[config.mk]
export PLATFORM = sky130hd
export DESIGN_NAME = sap_control_unit_flat
export DESIGN_NICKNAME = d
export VERILOG_FILES = /design/src/rtl/sap_control_unit_if.sv /design/src/rtl/sap_control_unit.sv /design/src/flat_wrapper.sv
export SDC_FILE = /design/constraint.sdc
export NUM_CORES = 1
export LEC_CHECK = 0
export CELL_PAD_IN_SITES_DETAIL_PLACEMENT = 1
export CELL_PAD_IN_SITES_GLOBAL_PLACEMENT = 1
export CORE_ASPECT_RATIO = 1.5
export CORE_MARGIN = 2
export CORE_UTILIZATION = 26
export CTS_BUF_LIST = sky130_fd_sc_hd__clkbuf_4 sky130_fd_sc_hd__clkbuf_8
export CTS_CLUSTER_SIZE = 24
export DETAILED_ROUTE_END_ITERATION = 12
export PLACE_DENSITY_LB_ADDON = 0.3
export SYNTH_ARGS = -nofsm -noshare
export SYNTH_HDL_FRONTEND = slang
export SYNTH_SLANG_ARGS = --single-unit
[constraint.sdc]
create_clock -name clk -period 1.9 [get_ports clk]
set_input_delay 0.38 -clock clk [delete_from_list [all_inputs] [get_ports clk]]
set_output_delay 0.38 -clock clk [all_outputs]
set_load 0.005 [all_outputs]
[src/rtl/sap_control_unit_if.sv]
// Control-unit bundle: sequencing inputs from IR/flags plus every datapath strobe.
interface sap_control_unit_if #(parameter int T_W = 3);
  logic [3:0]     opcode;
  logic           flag_z;
  logic           flag_c;
  logic           hold;
  logic           pc_inc;
  logic           pc_oe;
  logic           pc_load;
  logic           mar_write;
  logic           ram_oe;
  logic           ram_write;
  logic           ir_write;
  logic           ir_oe;
  logic           a_write;
  logic           a_oe;
  logic           b_write;
  logic           alu_oe;
  logic           alu_sub;
  logic           flags_write;
  logic           out_write;
  logic           halted;
  logic           instr_done;
  logic [T_W-1:0] t_state;

  modport master (
    output opcode, flag_z, flag_c, hold,
    input  pc_inc, pc_oe, pc_load, mar_write, ram_oe, ram_write, ir_write, ir_oe,
           a_write, a_oe, b_write, alu_oe, alu_sub, flags_write, out_write,
           halted, instr_done, t_state
  );

  modport slave (
    input  opcode, flag_z, flag_c, hold,
    output pc_inc, pc_oe, pc_load, mar_write, ram_oe, ram_write, ir_write, ir_oe,
           a_write, a_oe, b_write, alu_oe, alu_sub, flags_write, out_write,
           halted, instr_done, t_state
  );
endinterface

[src/rtl/sap_control_unit.sv]
// SAP microsequencer: T-state counter, halt flag and combinational strobe decode.
module sap_control_unit #(
  parameter int T_W = 3
) (
  input logic                clk,
  input logic                rst,
  sap_control_unit_if.slave  bus
);

  typedef enum logic [T_W-1:0] {
    T0 = T_W'(0),
    T1 = T_W'(1),
    T2 = T_W'(2),
    T3 = T_W'(3),
    T4 = T_W'(4)
  } t_state_e;

  localparam logic [3:0] OP_LDA = 4'h1, OP_ADD = 4'h2, OP_SUB = 4'h3, OP_STA = 4'h4,
                         OP_LDI = 4'h5, OP_JMP = 4'h6, OP_JZ  = 4'h7, OP_JC  = 4'h8,
                         OP_OUT = 4'hE, OP_HLT = 4'hF;

  typedef struct packed {
    logic pc_inc, pc_oe, pc_load, mar_write, ram_oe, ram_write, ir_write, ir_oe;
    logic a_write, a_oe, b_write, alu_oe, alu_sub, flags_write, out_write;
  } strobe_t;

  t_state_e t_q, t_d;
  logic     halt_q, halt_d;
  strobe_t  st;
  logic     done;

  always_comb begin
    st   = '0;
    done = 1'b0;
    case (t_q)
      T0: begin st.pc_oe = 1'b1; st.mar_write = 1'b1; end
      T1: begin st.ram_oe = 1'b1; st.ir_write = 1'b1; st.pc_inc = 1'b1; end
      T2: begin
        case (bus.opcode)
          OP_LDA, OP_ADD, OP_SUB, OP_STA: begin st.ir_oe = 1'b1; st.mar_write = 1'b1; end
          OP_LDI: begin st.ir_oe = 1'b1; st.a_write = 1'b1; done = 1'b1; end
          OP_JMP: begin st.ir_oe = 1'b1; st.pc_load = 1'b1; done = 1'b1; end
          OP_JZ:  begin st.ir_oe = bus.flag_z; st.pc_load = bus.flag_z; done = 1'b1; end
          OP_JC:  begin st.ir_oe = bus.flag_c; st.pc_load = bus.flag_c; done = 1'b1; end
          OP_OUT: begin st.a_oe = 1'b1; st.out_write = 1'b1; done = 1'b1; end
          default: done = 1'b1;
        endcase
      end
      T3: begin
        case (bus.opcode)
          OP_LDA: begin st.ram_oe = 1'b1; st.a_write = 1'b1; done = 1'b1; end
          OP_ADD, OP_SUB: begin st.ram_oe = 1'b1; st.b_write = 1'b1; end
          OP_STA: begin st.a_oe = 1'b1; st.ram_write = 1'b1; done = 1'b1; end
          default: done = 1'b1;
        endcase
      end
      T4: begin
        if (bus.opcode == OP_ADD || bus.opcode == OP_SUB) begin
          st.alu_oe      = 1'b1;
          st.a_write     = 1'b1;
          st.flags_write = 1'b1;
          st.alu_sub     = (bus.opcode == OP_SUB);
        end
        done = 1'b1;
      end
      default: done = 1'b1;
    endcase
    // rst gating makes strobes drop the instant reset asserts, not at the next edge
    if (!rst || halt_q || bus.hold) begin
      st   = '0;
      done = 1'b0;
    end
  end

  always_comb begin
    t_d    = t_q;
    halt_d = halt_q;
    if (halt_q) begin
      t_d = T0;
    end else if (!bus.hold) begin
      if (done) begin
        t_d = T0;
        if (t_q == T2 && bus.opcode == OP_HLT) halt_d = 1'b1;
      end else begin
        t_d = t_state_e'(t_q + T_W'(1));
      end
    end
  end

  always_ff @(posedge clk or negedge rst) begin
    if (!rst) begin
      t_q    <= T0;
      halt_q <= 1'b0;
    end else begin
      t_q    <= t_d;
      halt_q <= halt_d;
    end
  end

  assign bus.pc_inc      = st.pc_inc;
  assign bus.pc_oe       = st.pc_oe;
  assign bus.pc_load     = st.pc_load;
  assign bus.mar_write   = st.mar_write;
  assign bus.ram_oe      = st.ram_oe;
  assign bus.ram_write   = st.ram_write;
  assign bus.ir_write    = st.ir_write;
  assign bus.ir_oe       = st.ir_oe;
  assign bus.a_write     = st.a_write;
  assign bus.a_oe        = st.a_oe;
  assign bus.b_write     = st.b_write;
  assign bus.alu_oe      = st.alu_oe;
  assign bus.alu_sub     = st.alu_sub;
  assign bus.flags_write = st.flags_write;
  assign bus.out_write   = st.out_write;
  assign bus.halted      = halt_q;
  assign bus.instr_done  = done;
  assign bus.t_state     = t_q;

endmodule

[src/flat_wrapper.sv]
// flat-port wrapper written by rule: the top's interface ports become plain ports
module sap_control_unit_flat 
#(
  parameter int T_W = 3
)
  (clk, rst, bus_opcode, bus_flag_z, bus_flag_c, bus_hold, bus_pc_inc, bus_pc_oe, bus_pc_load, bus_mar_write, bus_ram_oe, bus_ram_write, bus_ir_write, bus_ir_oe, bus_a_write, bus_a_oe, bus_b_write, bus_alu_oe, bus_alu_sub, bus_flags_write, bus_out_write, bus_halted, bus_instr_done, bus_t_state);
  sap_control_unit_if #(.T_W(T_W)) bus_i ();
  input logic clk;
  input logic rst;
  input wire logic [$bits(bus_i.opcode)-1:0] bus_opcode;
  input wire logic [$bits(bus_i.flag_z)-1:0] bus_flag_z;
  input wire logic [$bits(bus_i.flag_c)-1:0] bus_flag_c;
  input wire logic [$bits(bus_i.hold)-1:0] bus_hold;
  output wire logic [$bits(bus_i.pc_inc)-1:0] bus_pc_inc;
  output wire logic [$bits(bus_i.pc_oe)-1:0] bus_pc_oe;
  output wire logic [$bits(bus_i.pc_load)-1:0] bus_pc_load;
  output wire logic [$bits(bus_i.mar_write)-1:0] bus_mar_write;
  output wire logic [$bits(bus_i.ram_oe)-1:0] bus_ram_oe;
  output wire logic [$bits(bus_i.ram_write)-1:0] bus_ram_write;
  output wire logic [$bits(bus_i.ir_write)-1:0] bus_ir_write;
  output wire logic [$bits(bus_i.ir_oe)-1:0] bus_ir_oe;
  output wire logic [$bits(bus_i.a_write)-1:0] bus_a_write;
  output wire logic [$bits(bus_i.a_oe)-1:0] bus_a_oe;
  output wire logic [$bits(bus_i.b_write)-1:0] bus_b_write;
  output wire logic [$bits(bus_i.alu_oe)-1:0] bus_alu_oe;
  output wire logic [$bits(bus_i.alu_sub)-1:0] bus_alu_sub;
  output wire logic [$bits(bus_i.flags_write)-1:0] bus_flags_write;
  output wire logic [$bits(bus_i.out_write)-1:0] bus_out_write;
  output wire logic [$bits(bus_i.halted)-1:0] bus_halted;
  output wire logic [$bits(bus_i.instr_done)-1:0] bus_instr_done;
  output wire logic [$bits(bus_i.t_state)-1:0] bus_t_state;
  assign bus_i.opcode = bus_opcode;
  assign bus_i.flag_z = bus_flag_z;
  assign bus_i.flag_c = bus_flag_c;
  assign bus_i.hold = bus_hold;
  assign bus_pc_inc = bus_i.pc_inc;
  assign bus_pc_oe = bus_i.pc_oe;
  assign bus_pc_load = bus_i.pc_load;
  assign bus_mar_write = bus_i.mar_write;
  assign bus_ram_oe = bus_i.ram_oe;
  assign bus_ram_write = bus_i.ram_write;
  assign bus_ir_write = bus_i.ir_write;
  assign bus_ir_oe = bus_i.ir_oe;
  assign bus_a_write = bus_i.a_write;
  assign bus_a_oe = bus_i.a_oe;
  assign bus_b_write = bus_i.b_write;
  assign bus_alu_oe = bus_i.alu_oe;
  assign bus_alu_sub = bus_i.alu_sub;
  assign bus_flags_write = bus_i.flags_write;
  assign bus_out_write = bus_i.out_write;
  assign bus_halted = bus_i.halted;
  assign bus_instr_done = bus_i.instr_done;
  assign bus_t_state = bus_i.t_state;
  sap_control_unit #(.T_W(T_W)) u_core (.clk(clk), .rst(rst), .bus(bus_i));
endmodule
==> reports/results.txt <==
clock slew at reported path FFs -> 0.04 ns
core box area -> 0.00218 sq mm
number of synthesized register bits -> 4
PwrDens -> 955 mW/mm^2
failing checks -> setup timing
area share of the leading cell type in the synthesized netlist -> 0.171
gpl congestion -> 0.780
height of the die -> 62.2 um
Worst Path Required -> 1.52 ns
Final WS setup -> -0.452 ns
routed vias -> 868
Starting Density -> 0.269
Worst Max-Slew Pin Slew -> 0.369 ns
H-Tree Depth -> 1
later-pin clock latency in the skew report -> 0.23 ns
Hold Path Class -> in -> async
RSZ-0062 raised after global routing -> yes
DRC -> 0
Clock Path Buffers -> 2
post-route core utilization -> 0.626
CP Max Fanout -> 3
Mapped Avg Cell Area -> 8.04 sq um
slowest stage delay, CP -> 0.40 ns
Final Hold Vio Count -> 0
Core Rows -> 21
Layout fillers -> 251
I/O pin total -> 29
Nets -> 153
Post-DP Area -> 0.00103 sq mm
syn nets -> 87
Root Buffer -> clkbuf_4
Die W -> 42.8 um
Sink Count -> 4
Mapped Area -> 587 sq um
VDD IR max -> 0.000634 V
Fmax -> 425 MHz
critical-path cell list -> buf_6 > ha_4 > ha_4 > buf_6 > or3b_4 > buf_4 > o21bai_1 > buf_2
Avg WL per Cell -> 19.4 um
die area -> 0.00266 sq mm
Remaining Overflow, GRT -> 0
final setup violation count -> 19
Initial DRC Count -> 22
top_reg_cell synth -> dfrtp_1
CP arrival -> 1.97 ns
HPWL Detailed -> 1.85 mm
Total GRT Usage -> 0.225
port bufs -> 28
antenna cells -> 0
maxcap violations -> 0
Tcrit/Tclk final -> 1.24
first-pass GRT wire length -> 4.55 mm
largest area contributor in the netlist -> dfrtp_1
Vias/cell -> 5.43
setup tns final -> -3.79 ns
CP Class -> reg -> out
cells after synthesis -> 73
number of global-route vias before repair -> 1012
slowest CP cell -> dfrtp_1
cell area after layout -> 0.00137 sq mm
Total Routed Length -> 3.10 mm
pin count of the biggest net entering global routing -> 13
crit start category -> register
worst rel slew slack -> 0.751
Worst setup EP type -> output port
Tmin final -> 2.35 ns
Leak -> 0.632 nW
hold buffers post-CTS -> 0
number of iterations in the first detailed-routing pass -> 2
Synth cell types -> 38
post-synthesis async set-or-reset flop share -> 1.00
largest cells by area after synthesis -> dfrtp_1 17%, ha_1 11%, clkbuf_8 4.7%, buf_4 3.8%, nor3_1 3.4%
CTS tree -> built
Layout Skew -> 0.00629 ns
sequential share of the synthesized area -> 0.171
area delta synth->final -> 133%
Synth Warn # -> 0
ratio of cells with drive above 1 in the final layout -> 0.679
ANT nets after route -> 0
Final Max Tran Viols -> 0
pre-CTS WS -> -0.939 ns
Post-synth EDFFs -> 0
initial antenna violation count -> 0
total clock buffers created by CTS -> 3
status -> finished with violations
-- power by group --
| part | internal (mW) | total (mW) | switching (mW) |
|---|---|---|---|
| Combinational | 0.578 | 1.04 | 0.457 |
| Clock | 0.0706 | 0.105 | 0.0343 |
| Sequential | 0.119 | 0.164 | 0.0449 |
-- kinds of logic after synthesis --
logic type / after synthesis / synth area share
and+or+nand+nor: 35 / 0.371
AOI/OAI and AO/OA: 17 / 0.209
buffers and inverters: 11 / 0.126
adders and majority gates: 5 / 0.107
DFF: 4 / 0.171
muxes: 1 / 0.0171
-- area by class of cell --
type	instances	area, sq um	share of cell area
clock buffers	3	22.5	0.0165
multi-input cells	58	634	0.465
inverters	5	21.3	0.0156
well taps	23	28.8	0.0211
flip-flops and latches	4	101	0.0742
repair buffers	67	557	0.408
-- path summary, 6_finish.rpt --
kind                       slack [ns]  cells after the start                     to                   from
hold reg to reg                  0.67                      2  u_core.bus.t_state[0]  u_core.bus.t_state[0]
min in group clk                 0.67                      2  u_core.bus.t_state[0]  u_core.bus.t_state[0]
setup / recovery                -0.45                      8             bus_ram_oe  u_core.bus.t_state[0]
hold / removal                   0.19                      2  u_core.bus.t_state[0]                    rst
setup reg to reg                -0.03                      9  u_core.bus.t_state[2]  u_core.bus.t_state[0]
max in group asynchronous        1.58                      2  u_core.bus.t_state[1]                    rst
-- cell usage after synthesis, drive strengths merged (2+ instances only) --
| library cell | n |
|---|---|
| ha | 5 |
| inv | 5 |
| nor2 | 5 |
| buf | 4 |
| dfrtp | 4 |
| nor3 | 4 |
| or3b | 4 |
| a21oi | 3 |
| nand2 | 3 |
| o21ai | 3 |
| and2 | 2 |
| and3 | 2 |
| clkbuf | 2 |
| nand3 | 2 |
| nand4 | 2 |
| o21bai | 2 |
| o22ai | 2 |
| o32ai | 2 |
| or3 | 2 |
-- registers in the layout, summed over array words and instances (netlist names) --
signal	cells
u_core.bus.halted	1
u_core.bus.t_state	3
-- metrics by stage --
step	power, mW	instances	hold WS (ns)
finish	1.30	160	0.187
global route	1.38	160	0.210
CTS	1.14	158	0.173
detailed placement	0.763	143	0.592
global placement	0.734	143	0.597
floorplan	0.418	73	0.0844
-- routing by layer --
metal | wire length (um) | up-vias | GRT usage
li1 | - | 402 | -
met1 | 1040 | 431 | 0.200
met2 | 1840 | 27 | 0.426
met3 | 101 | 8 | 0.0349
met4 | 123 | 0 | 0.156
met5 | 0 | - | 0
-- cell usage in the layout, fill, tap and decap left out, drive strengths merged, types with 3 or more instances in the layout --
master         instances
buf                   55
clkdlybuf4s50          7
ha                     5
inv                    5
nor2                   5
dlygate4sd2            4
nor3                   4
or3b                   4
dfrtp                  4
o21ai                  3
nand2                  3
clkbuf                 3
a21oi                  3
-- critical path, delay by kind of cell, from the launching register on --
family | cells | cell delay (ns)
AO/OA/AOI/OAI | 1 | 0.14
flip-flops | 1 | 0.40
adder cells (fa/ha/maj) | 2 | 0.27
buffers and inverters | 4 | 0.52
AND/OR/NAND/NOR | 1 | 0.39
-- repair_timing --
| item | CTS | global route |
|---|---|---|
| pin swaps | 18 | 7 |
| buffers inserted | 12 | 7 |
| gates resized for setup | 115 | 15 |
| endpoints found under the setup margin | 20 | 20 |
Power figures use the tool's default switching activity.
